[src/rtl/counter_share_sched.sv]
// counter_share_sched: round-robin scheduler that time-shares one loadable
// up/down counter among NREQ requesters. Each job loads a start value, counts
// LEN steps in the requested direction and returns the final count.
module counter_share_sched #(
   parameter int unsigned NREQ = 4,
   parameter int unsigned W    = 8,
   parameter int unsigned LW   = 4
) (
   input  logic               clk,
   input  logic               rst_,
   input  logic [NREQ-1:0]    req,
   input  logic [NREQ*W-1:0]  req_val,
   input  logic [NREQ-1:0]    req_up,
   input  logic [NREQ*LW-1:0] req_len,
   output logic [NREQ-1:0]    gnt,
   output logic [NREQ-1:0]    done,
   output logic [W-1:0]       result,
   output logic               busy,
   output logic               ld_cnt_,
   output logic               updn_cnt,
   output logic               count_enb,
   output logic [W-1:0]       data_in,
   input  logic [W-1:0]       data_out
);

   localparam int unsigned PW = (NREQ > 1) ? $clog2(NREQ) : 1;

   typedef enum logic [1:0] {
      S_IDLE  = 2'd0,
      S_LOAD  = 2'd1,
      S_COUNT = 2'd2,
      S_DONE  = 2'd3
   } state_t;

   state_t          state_q;
   state_t          state_d;

   logic [PW-1:0]   rr_q;
   logic [PW-1:0]   rr_nxt;
   logic            up_q;
   logic [LW-1:0]   len_q;
   logic [LW-1:0]   step_q;

   logic            win_vld;
   logic [PW-1:0]   win_idx;
   logic [NREQ-1:0] win_oh;
   logic            grant_c;

   // Round-robin search: first set req bit at or above rr_q, wrapping mod NREQ
   always_comb begin
      int k;
      k       = 0;
      win_vld = 1'b0;
      win_idx = '0;
      for (int i = 0; i < int'(NREQ); i++) begin
         k = int'(rr_q) + i;
         if (k >= int'(NREQ)) begin
            k = k - int'(NREQ);
         end
         if (!win_vld && req[k]) begin
            win_vld = 1'b1;
            win_idx = PW'(k);
         end
      end
   end

   // Grant decode and pointer advance (winner+1 mod NREQ)
   always_comb begin
      grant_c = (state_q == S_IDLE) && win_vld;
      win_oh  = NREQ'(1) << win_idx;
      if (32'(win_idx) == NREQ - 1) begin
         rr_nxt = '0;
      end else begin
         rr_nxt = win_idx + PW'(1);
      end
   end

   // State register
   always_ff @(posedge clk) begin
      if (!rst_) begin
         state_q <= S_IDLE;
      end else begin
         state_q <= state_d;
      end
   end

   // Next-state logic
   always_comb begin
      state_d = state_q;
      case (state_q)
         S_IDLE: begin
            if (win_vld) begin
               state_d = S_LOAD;
            end
         end
         S_LOAD: begin
            if (len_q != '0) begin
               state_d = S_COUNT;
            end else begin
               state_d = S_DONE;
            end
         end
         S_COUNT: begin
            if (step_q == LW'(1)) begin
               state_d = S_DONE;
            end
         end
         S_DONE: begin
            state_d = S_IDLE;
         end
         default: begin
            state_d = S_IDLE;
         end
      endcase
   end

   // Job latch at the grant edge, rr pointer, and the step counter
   always_ff @(posedge clk) begin
      if (!rst_) begin
         rr_q   <= '0;
         up_q   <= 1'b0;
         len_q  <= '0;
         step_q <= '0;
      end else begin
         if (grant_c) begin
            rr_q  <= rr_nxt;
            up_q  <= req_up[win_idx];
            len_q <= req_len[32'(win_idx)*LW +: LW];
         end
         if (state_q == S_LOAD) begin
            step_q <= len_q;
         end else if (state_q == S_COUNT) begin
            step_q <= step_q - LW'(1);
         end
      end
   end

   // Registered Moore outputs, decoded from the upcoming state
   always_ff @(posedge clk) begin
      if (!rst_) begin
         gnt       <= '0;
         done      <= '0;
         busy      <= 1'b0;
         ld_cnt_   <= 1'b1;
         count_enb <= 1'b0;
         updn_cnt  <= 1'b0;
         data_in   <= '0;
      end else begin
         busy      <= (state_d != S_IDLE);
         ld_cnt_   <= (state_d != S_LOAD);
         count_enb <= (state_d == S_COUNT);
         updn_cnt  <= (state_d == S_COUNT) && up_q;
         done      <= (state_d == S_DONE) ? gnt : '0;
         if (grant_c) begin
            gnt     <= win_oh;
            data_in <= req_val[32'(win_idx)*W +: W];
         end else if (state_d == S_IDLE) begin
            gnt     <= '0;
         end
      end
   end

   // The counter settles on its last step at the edge entering DONE, so the
   // final value can only be forwarded combinationally during that cycle.
   assign result = (state_q == S_DONE) ? data_out : '0;

endmodule

[config.mk]
export PLATFORM = sky130hd
export DESIGN_NAME = counter_share_sched
export DESIGN_NICKNAME = d
export VERILOG_FILES = /design/src/rtl/counter_share_sched.sv
export SDC_FILE = /design/constraint.sdc
export NUM_CORES = 1
export LEC_CHECK = 0
export ABC_AREA = 1
export CORE_MARGIN = 4
export CORE_UTILIZATION = 48
export DETAILED_ROUTE_END_ITERATION = 16
export GPL_ROUTABILITY_DRIVEN = 0
export PLACE_DENSITY = 0.89
export SYNTH_ARGS = -nofsm -noshare
export SYNTH_HDL_FRONTEND = slang
export SYNTH_SLANG_ARGS = --single-unit
[constraint.sdc]
create_clock -name clk -period 4.37 [get_ports clk]
set_input_delay 0.437 -clock clk [delete_from_list [all_inputs] [get_ports clk]]
set_output_delay 0.437 -clock clk [all_outputs]
set_load 0.01 [all_outputs]
==> results.txt, run 1 <==
The number of different library cells used by synthesis comes to 28. The die extent in x came out at 79.3 um. In the routed design, unresolved DRC markers number 0. The final standard cell count with taps included and fillers excluded is 547. The detailed-routing iteration count for the pre-antenna-repair pass came out at 4. The clock net in this run drives a total of 33 sinks. The cell area that synthesis handed to floorplanning was 2440 um^2. The half-perimeter wire length after placement is 5070 um.

The number of global-route vias before repair is 2674. The routed layout has 2693 vias. The cell chosen for the clock root is sky130_fd_sc_hd__clkbuf_8. Synthesis produced 394 cells. The filler cells instantiated in the layout total 422. In the layout the commonest cells are 93 x sky130_fd_sc_hd__clkdlybuf4s50_1, 91 x sky130_fd_sc_hd__inv_1, 82 x sky130_fd_sc_hd__nand2_1, 61 x sky130_fd_sc_hd__nand3_1, 33 x sky130_fd_sc_hd__dfxtp_1.

The worst max-slew margin expressed relative to the limit came out at 51.5%. The maximum clock path buffer count came out at 2. Setup repair after global routing left no endpoint under its margin.

The standard cell area after detailed placement is 3350 um^2. The register area came out at 661 um^2. The H-tree was split into 2 levels. The pin slew with the least headroom to its limit came out at 726 ps.

The aggregate routed wire length is 6620 um. The die covers 6290 um^2. The arrival time at the worst endpoint came out at 3150 ps. The initial antenna violation count was 0. The run finished with clean final reports. The count of boundary I/O pins came out at 94. The post-synthesis sequential area ratio came out at 27.1%. The worst setup path is of the register to register kind. The worst-case register-to-register setup slack is 1380 ps. sky130_fd_sc_hd__dfxtp_1 takes more of the synthesized area than any other cell. The post-cts gate resize count is 0. TritonCTS created 5 clock buffers. After synthesis, the cell types taking the most area are sky130_fd_sc_hd__dfxtp_1 27%, sky130_fd_sc_hd__inv_1 14%, sky130_fd_sc_hd__nand2_1 13%. The post-placement cell count came out at 539. The first-pass GRT wire length is 11200 um. The y dimension of the die is 79.3 um. The leakage component of the power is 1.80 nW. The final critical path time including I/O delays and setup came out at 2990 ps. The leftover overflow at the end of global routing is 0.

The maximum achievable frequency is 0.335 GHz. Counting flops and latches in the post-synthesis netlist gives 33. The clock-pin slew on the worst setup and hold paths is 80 ps.

Leaving out fill and tap cells, the most frequent cell in the layout is sky130_fd_sc_hd__clkdlybuf4s50_1. The final critical-path share of the clock period is 68.4%. TritonCTS built the clock tree.

The area of all placed cells without fillers came out at 3450 um^2. The final core utilization came out at 71.7%. The count of warnings emitted by yosys came out at 0. The number of placement rows came out at 25. The area occupied by multi-input gates came out at 1320 um^2. The largest fanout on the critical path came out at 29.

The region available for standard cell placement spans 4820 um^2. The worst IR drop on VDD is 0.334 mV. The count of inserted antenna diode cells came out at 0.

The cell area power density is 693 nW/um^2. The number of nets in the layout is 556. In the final layout, the share of cells above drive strength 1 is 8.13%. The post-CTS repair timing setup buffer count came out at 0. The number of buffers inserted by port buffering is 93. Entering global routing, the biggest net connects 30 pins. The final number of hold-violating endpoints came to 0. The final sum of negative setup slack is 0 ps. In the routed layout, each cell is associated on average with a via count of 4.92. After detailed routing, the average wire length per cell comes to 12.1 um. The max-slew violation count is 0.

STA classifies the critical path startpoint as a register. The number of failing setup endpoints in the final timing report is 0. The area share of the largest cell type after synthesis came out at 27.1%.

The type of the worst min-delay path is register to register. Once detail routing completed, the nets flagged for antenna violations numbered 0. The reported max-cap violation count came out at 0.

For this run, the total global-route usage over all layers was measured as 21.9%. The clock skew after layout came out at 9.71 ps. The final hold slack is 457 ps.

The initial core utilization came out at 50.6%. The clock insertion delay at the later pin of the skew report came out at 290 ps. The relative area change from synthesis to final layout is 41.5%.

The cts-stage hold buffer count came out at 0. The worst setup path is captured at a register. For this block, the initial DRC count from the detailed router was 139. Synthesis produced a netlist with a net count of 471.

The post-synthesis area per instance came out at 6.19 um^2. For the worst setup path, the data required time is 4530 ps.
cell type report:
class / count / area share [%]
Clock buffer: 7 / 2.79
Clock inverter: 1 / 0.145
Inverter: 95 / 10.3
Multi-Input combinational cell: 251 / 38.2
Sequential cell: 33 / 19.1
Tap cell: 67 / 2.43
Timing Repair Buffer: 93 / 27.0
report_power, final:
group	internal [mW]	leakage, nW	total, mW	switching [mW]
Clock	0.142	0.0542	0.257	0.115
Combinational	0.602	1.47	1.65	1.04
Sequential	0.414	0.272	0.490	0.0763
Total	1.16	1.80	2.39	1.23
registers in the layout, indices dropped and copies added (netlist names):
register and flops:
busy 1, count_enb 1, data_in 8, done 4, gnt 4, ld_cnt_ 1
len_q 4, rr_q 2, state_q 2, step_q 4, up_q 1, updn_cnt 1
path summary, 6_finish.rpt:
| check | from | endpoint | cells after the start |
|---|---|---|---|
| setup / recovery | rr_q[0] | rr_q[1] | 12 |
| hold / removal | gnt[1] | done[1] | 2 |
| setup reg to reg | rr_q[0] | rr_q[1] | 12 |
| hold reg to reg | gnt[1] | done[1] | 2 |
worst max-delay path, stage by stage (launching register included):
cell,delay (ps)
sky130_fd_sc_hd__dfxtp_1,660
sky130_fd_sc_hd__inv_2,170
sky130_fd_sc_hd__nand2_1,110
sky130_fd_sc_hd__nand2_2,90
sky130_fd_sc_hd__nand2_1,80
sky130_fd_sc_hd__nand2_1,90
sky130_fd_sc_hd__a21oi_2,150
sky130_fd_sc_hd__nand2_2,310
sky130_fd_sc_hd__nand2_4,440
sky130_fd_sc_hd__inv_1,150
sky130_fd_sc_hd__ha_1,310
sky130_fd_sc_hd__o21ai_0,190
sky130_fd_sc_hd__a21oi_1,70
stage by stage:
step | worst slack (ps) | power (mW)
6_report | 1380 | 2.39
3_3_place_gp | 1550 | 2.05
3_5_place_dp | 1360 | 2.11
2_1_floorplan | 2450 | 1.76
4_1_cts | 1450 | 2.39
5_1_grt | 1240 | 2.64
synth_stat cells:
cell / instances
sky130_fd_sc_hd__inv_1: 91
sky130_fd_sc_hd__nand2_1: 82
sky130_fd_sc_hd__nand3_1: 61
sky130_fd_sc_hd__dfxtp_1: 33
sky130_fd_sc_hd__nor2_1: 26
sky130_fd_sc_hd__nand2_2: 17
sky130_fd_sc_hd__a21oi_1: 15
sky130_fd_sc_hd__nand3b_1: 13
sky130_fd_sc_hd__ha_1: 11
sky130_fd_sc_hd__buf_2: 7
sky130_fd_sc_hd__o21ai_0: 7
sky130_fd_sc_hd__buf_6: 5
sky130_fd_sc_hd__inv_2: 4
sky130_fd_sc_hd__clkbuf_1: 3
sky130_fd_sc_hd__nand2_4: 3
sky130_fd_sc_hd__nand3_2: 3
sky130_fd_sc_hd__nand4_1: 2
sky130_fd_sc_hd__a21oi_2: 1
sky130_fd_sc_hd__a221oi_1: 1
sky130_fd_sc_hd__a31oi_1: 1
sky130_fd_sc_hd__nor2_2: 1
sky130_fd_sc_hd__nor2_4: 1
sky130_fd_sc_hd__nor3_1: 1
sky130_fd_sc_hd__o21ai_1: 1
sky130_fd_sc_hd__o22ai_1: 1
sky130_fd_sc_hd__or2_2: 1
sky130_fd_sc_hd__xnor2_1: 1
sky130_fd_sc_hd__xor2_1: 1
routing by layer:
layer,routed length [um],track usage [%]
met1,2670,24.4
met2,3120,39.3
met3,749,7.03
met4,84,7.04
met5,0,0
logic make-up (layout without fill, tap and decap cells):
| family | Yosys count | after routing | share of synthesized area, % |
|---|---|---|---|
| simple gates | 211 | 211 | 41.8 |
| buf+inv | 110 | 196 | 18.8 |
| flops | 33 | 33 | 27.1 |
| compound gates | 27 | 27 | 5.95 |
| fa+ha+maj | 11 | 11 | 5.64 |
| xor+xnor | 2 | 2 | 0.718 |
(Power assumes the default switching activity.)
==> run 2, diff against run 1 <==
- CORE_UTILIZATION: 48 -> 44
- PLACE_DENSITY: 0.89 -> 0.82
- clock period: 4.37 -> 2.8 ns (I/O delays scaled with it)
==> results.txt, run 2 (synthesized netlist as in run 1, its figures left out) <==
The area growth from synthesis to layout is 42.9%. The share of total power in combinational logic is 69.8%. The final critical-path share of the clock period is 82.7%. The leakage component of the power is 1.81 nW.

The initial core utilization is 46.6%. The H-tree depth came out at 2. Across all hold checks on the routed design, the worst slack comes to 456 ps. The max-slew violation count came to 0. The final setup slack of the worst path is 486 ps. Setup repair after global routing left no endpoint under its margin.

For flop-to-flop paths, the worst setup slack is 490 ps. The sink count of the clock tree is 33. The number of buffers inserted by port buffering came out at 93. The category of the worst setup path launch point is a register. The leftover overflow at the end of global routing is 0. The post-CTS repair timing setup buffer count is 0. The cell area power density is 1090 nW/um^2. The final sum of negative setup slack came out at 0 ps. The start-to-end type of the worst setup path is register to register.

The post-placement worst setup slack came out at 308 ps. The DRC marker count from the first detailed-route iteration came out at 140. The final number of hold-violating endpoints came out at 0.

The tree is rooted in a sky130_fd_sc_hd__clkbuf_8. The clock insertion delay at the later pin of the skew report is 280 ps. Of the total power, the share spent switching nets is 51.0%.

The repair_antennas step left the layout with diodes totalling 0. The number of buffers inserted during clock tree synthesis came out at 5. The half-perimeter wire length after placement is 5110 um. The maximum clock path buffer count came out at 2. The first-pass GRT wire length came out at 10900 um. The number of failing setup endpoints in the final timing report came out at 0. The worst-case IR drop observed on VDD is 0.638 mV. The via density per instance came out at 4.73. The initial antenna violation count came out at 0. The data required time of the worst path came out at 2980 ps. The flip-flop count of the largest register after layout is 8. The clock skew after layout came out at 6.09 ps. The core footprint came out at 5240 um^2. The die covers 6800 um^2. The most frequent standard cell in the layout excluding fill and tap cells is sky130_fd_sc_hd__clkdlybuf4s50_1.

The y dimension of the die is 82.5 um. The number of global-route vias before repair was 2544. The number of nets in the layout came out at 560. The total design power is 3.79 mW. The tool flagged a number of max-cap violations equal to 0. The register containing the most flip-flops in the final layout is data_in.

The type of the worst min-delay path is register to register. The die extent in x is 82.5 um. Subtracting the final worst setup slack from the clock period gives 2310 ps. 94 I/O pins were placed. The arrival time at the worst endpoint is 2500 ps. The net switching power came out at 1.93 mW. The aggregate routed wire length came out at 6570 um. The flow ran to the end, and the final reports show no timing, DRC or antenna violations. The pin slew with the least headroom to its limit is 677 ps. The antenna violation net count after detailed routing is 0.

The library cells used most frequently in the layout, excluding fill and tap cells, are 93 x sky130_fd_sc_hd__clkdlybuf4s50_1, 91 x sky130_fd_sc_hd__inv_1, 82 x sky130_fd_sc_hd__nand2_1, 61 x sky130_fd_sc_hd__nand3_1, 33 x sky130_fd_sc_hd__dfxtp_1. The final core utilization came out at 66.6%. The floorplan has 26 rows. After clock tree synthesis, the clock-pin slew on the worst setup and hold paths is 70 ps. The capturing element type of the critical path is a register. The detailed-routing iteration count for the pre-antenna-repair pass came out at 6. The proportion of power drawn by flip-flops and latches is 19.8%. The total track usage came out at 20.5%.

TritonCTS built the clock tree. The pin count of the biggest net entering global routing came out at 28. The share of total power dissipated in the clock network is 10.4%. Based on the critical path, the design can be clocked at up to 0.432 GHz. The largest fanout on the critical path is 27. Headroom to the max-slew limit came out at 54.8%. The cts-stage hold buffer count is 0. The post-cts gate resize count is 0.

The total number of vias is 2623. After detailed routing, the average wire length per cell comes to 11.9 um. The fraction of final layout cells sized beyond drive strength 1 is 8.88%. The internal portion of the total power is 1.86 mW. The post-route DRC violation count came out at 0.
-- run 2: cell types whose count changed in the layout (fill, tap and decap cells not counted), sizes merged --
| cell | change |
|---|---|
| buf | +4 |
-- run 2: path summary, 6_finish.rpt --
check,start,endpoint,depth (start not counted)
worst max-delay path,rr_q[0],data_in[7],15
worst max register to register,rr_q[0],data_in[7],15
worst min-delay path,gnt[2],done[2],2
worst min register to register,gnt[2],done[2],2
-- run 2: through the flow --
stage | instances | area [um^2]
finish | 554 | 3490
global route | 554 | 3490
CTS | 554 | 3490
detailed placement | 546 | 3390
global placement | 546 | 3390
floorplan | 394 | 2440
-- run 2: per-layer routing --
layer,global-route usage [%],vias to the layer above,routed length [um]
met5,0,-,0
met4,5.32,0,102
met3,8.03,16,764
met2,36.1,112,3050
met1,22.8,1123,2660
li1,-,1372,-
-- run 2: critical path, cell delays in order (launching register included) --
cell and delay (ps):
sky130_fd_sc_hd__dfxtp_1 420, sky130_fd_sc_hd__buf_4 210, sky130_fd_sc_hd__nand2_1 60, sky130_fd_sc_hd__nand2_1 90, sky130_fd_sc_hd__nand2_1 60, sky130_fd_sc_hd__nand2_1 110
sky130_fd_sc_hd__nor2_1 70, sky130_fd_sc_hd__nor2_2 120, sky130_fd_sc_hd__nand2_4 190, sky130_fd_sc_hd__nand2_4 130, sky130_fd_sc_hd__buf_4 310, sky130_fd_sc_hd__nand2_1 100
sky130_fd_sc_hd__nand3_1 120, sky130_fd_sc_hd__nand3_1 80, sky130_fd_sc_hd__nand2_1 80, sky130_fd_sc_hd__inv_1 40
-- run 2: power groups by stage --
stage                     registers [mW]  logic, mW  clock network [mW]
after floorplan                    0.780       1.97                   0
after global placement             0.754       2.55                   0
after detailed placement           0.761       2.60                   0
after CTS                          0.751       2.63               0.402
after global routing               0.772       3.01               0.428
final                              0.750       2.64               0.396
-- run 2: cell type report --
type                    count  area [um^2]
repair buffers             97          961
well taps                  70         87.6
multi-input cells         251         1320
clock buffers               7         96.3
fillers                   468         1750
inverters                  95          357
clock inverters             1         5.00
flip-flops and latches     33          661
==> run 3, diff against run 2 <==
- CORE_UTILIZATION: 44 -> 40
- PLACE_DENSITY: 0.82 -> 0.79
- clock period: 2.8 -> 2.1 ns (I/O delays scaled with it)
==> results.txt, run 3 (synthesized netlist as in run 1, its figures left out) <==
The final critical path time including I/O delays and setup is 1930 ps. The slowest stage of the critical path belongs to the cell sky130_fd_sc_hd__dfxtp_2. The number of global-route vias before repair came out at 2677. The critical path is of the register to register type. For the worst-skew pair, the clock arrives at the later sink with an insertion delay of 280 ps.

The y dimension of the die is 86.1 um. The area of the die came out at 7410 um^2. The final standard cell count with taps included and fillers excluded came out at 564. Once placement finished, the instance area stood at 3450 um^2.

Setup violations remaining at the end of the flow were counted as 0. The flow ran to the end, and the final reports show no timing, DRC or antenna violations. The worst setup path is captured at a register. The final core utilization is 60.5%.

The fraction of final layout cells sized beyond drive strength 1 is 10.0%. The worst max-slew margin expressed relative to the limit is 82.1%. The signal on the critical path passes through inv_2 -> nand2_1 -> nand2_2 -> nand2_1 -> nand2_1 -> nor2_4 -> nand3_2 -> nand3_1 -> nand2_2 -> inv_2 -> ha_1 -> o21ai_0 -> a21oi_1. The type of the worst min-delay path is register to register. The detailed-routing iteration count for the pre-antenna-repair pass is 4. For the final routed database, the setup TNS stands at 0 ps.

The CTS tree is done. The number of nets in the layout is 565. CTS placed an instance of sky130_fd_sc_hd__clkbuf_8 at the clock tree root. The number of buffers inserted during clock tree synthesis is 5. Counting tap cells, the placed design contains a total of 556 instances. The max-slew violation count came to 0. The number of placement rows came out at 28. The library cell appearing most often on the critical path is sky130_fd_sc_hd__nand2_1. The reported max-cap violation count came out at 0. The worst IR drop on VDD came out at 1.16 mV. Entering global routing, the biggest net connects 29 pins. Summed over all cells, the static leakage comes to 1.85 nW. The final number of hold-violating endpoints is 0. The final hold slack came out at 447 ps. 94 I/O pins were placed. From synthesis to final layout, the design area changed by 46.9%.

The maximum achievable frequency is 0.519 GHz. The clock net in this run drives a total of 33 sinks. The total track usage is 17.8%. The core footprint is 5920 um^2. The initial antenna violation count came out at 0. The total number of vias came out at 2630. The detailed-route wire length per cell is 11.2 um. No sink is reached through more buffers than the 2 on the longest clock path.

The die extent in x came out at 86.1 um. The cell area power density came out at 1490 nW/um^2. Once detailed placement completed, the half-perimeter wirelength came to 4890 um. The post-route DRC violation count came out at 0. Setup repair after global routing left no endpoint under its margin. The arrival time at the worst endpoint came out at 2100 ps. The H-tree was split into 2 levels. At the pin with the least slew margin, the transition time is 269 ps. The via density per instance came out at 4.66. The leftover overflow at the end of global routing is 0. The register with the most flip-flops in the layout has 8 of them. In the post-route analysis, the smallest setup slack over all paths is 171 ps. The largest fanout on the critical path is 8. Clock-pin slew was measured on the worst setup and hold paths at 60 ps. The number of setup buffers added after CTS is 0. Prior to clock tree synthesis, the placed netlist has a worst setup slack of 1.29 ps. The final layout contains routed wiring with a total length of 6290 um.

The antenna violation net count after detailed routing came out at 0. The area of all placed cells without fillers came out at 3580 um^2. The library cell used most frequently in the layout, excluding fill and tap cells, is sky130_fd_sc_hd__clkdlybuf4s50_1. The count of inserted antenna diode cells is 0.

The initial core utilization came out at 41.2%. The register containing the most flip-flops in the final layout is data_in. The data required time of the worst path is 2270 ps.

The clock skew after layout is 3.95 ps. The category of the worst setup path launch point is a register. The first global-routing pass estimated 10900 um of wire.

Port buffering added 93 buffers. The total design power is 5.35 mW. The final critical-path share of the clock period is 91.8%. In this design, the stage delay of the slowest critical-path cell is 420 ps. The library cells used most frequently in the layout, excluding fill and tap cells, are 93 x sky130_fd_sc_hd__clkdlybuf4s50_1, 91 x sky130_fd_sc_hd__inv_1, 82 x sky130_fd_sc_hd__nand2_1, 61 x sky130_fd_sc_hd__nand3_1, 31 x sky130_fd_sc_hd__dfxtp_1. The first routing iteration left 140 violations.
[run 3: cell type report]
cell class                 instances  area [um^2]
fill                             577         2340
multi-input combinational        251         1320
timing repair buffer             102         1030
sequential                        33          663
inverter                          95          359
tap                               75         93.8
clock buffer                       7         86.3
clock inverter                     1         30.0
[run 3: final timing paths]
path	to	start	slack, ps	depth (start not counted)
min	done[3]	gnt[3]	450	2
max	rr_q[1]	rr_q[0]	170	13
min reg2reg	done[3]	gnt[3]	450	2
max reg2reg	rr_q[1]	rr_q[0]	170	13
[run 3: timing repair]
action / in CTS / in global routing
setup endpoints to repair: 0 / 20
resized for setup: 0 / 6
hold buffers: 0 / 0
[run 3: power breakdown]
group,internal [mW],leakage [nW],switching (mW)
combinational,1.51,1.52,2.22
sequential,0.864,0.273,0.141
clock,0.387,0.0585,0.228
total,2.76,1.85,2.59
[run 3: metal layers]
layer  vias up  GRT usage (%)  wire, um
li1       1380              -         -
met1      1144           19.3      2660
met2        90           31.5      2980
met3        16           5.28       524
met4         0           7.91       127
met5         -              0         0
[run 3: worst max-delay path: cells and delay by family (launching register included)]
family                   cells  cell delay (ps)
AND/OR/NAND/NOR              8              740
adder cells (fa/ha/maj)      1              230
AO/OA/AOI/OAI                2              210
buffers and inverters        2              210
flip-flops                   1              420
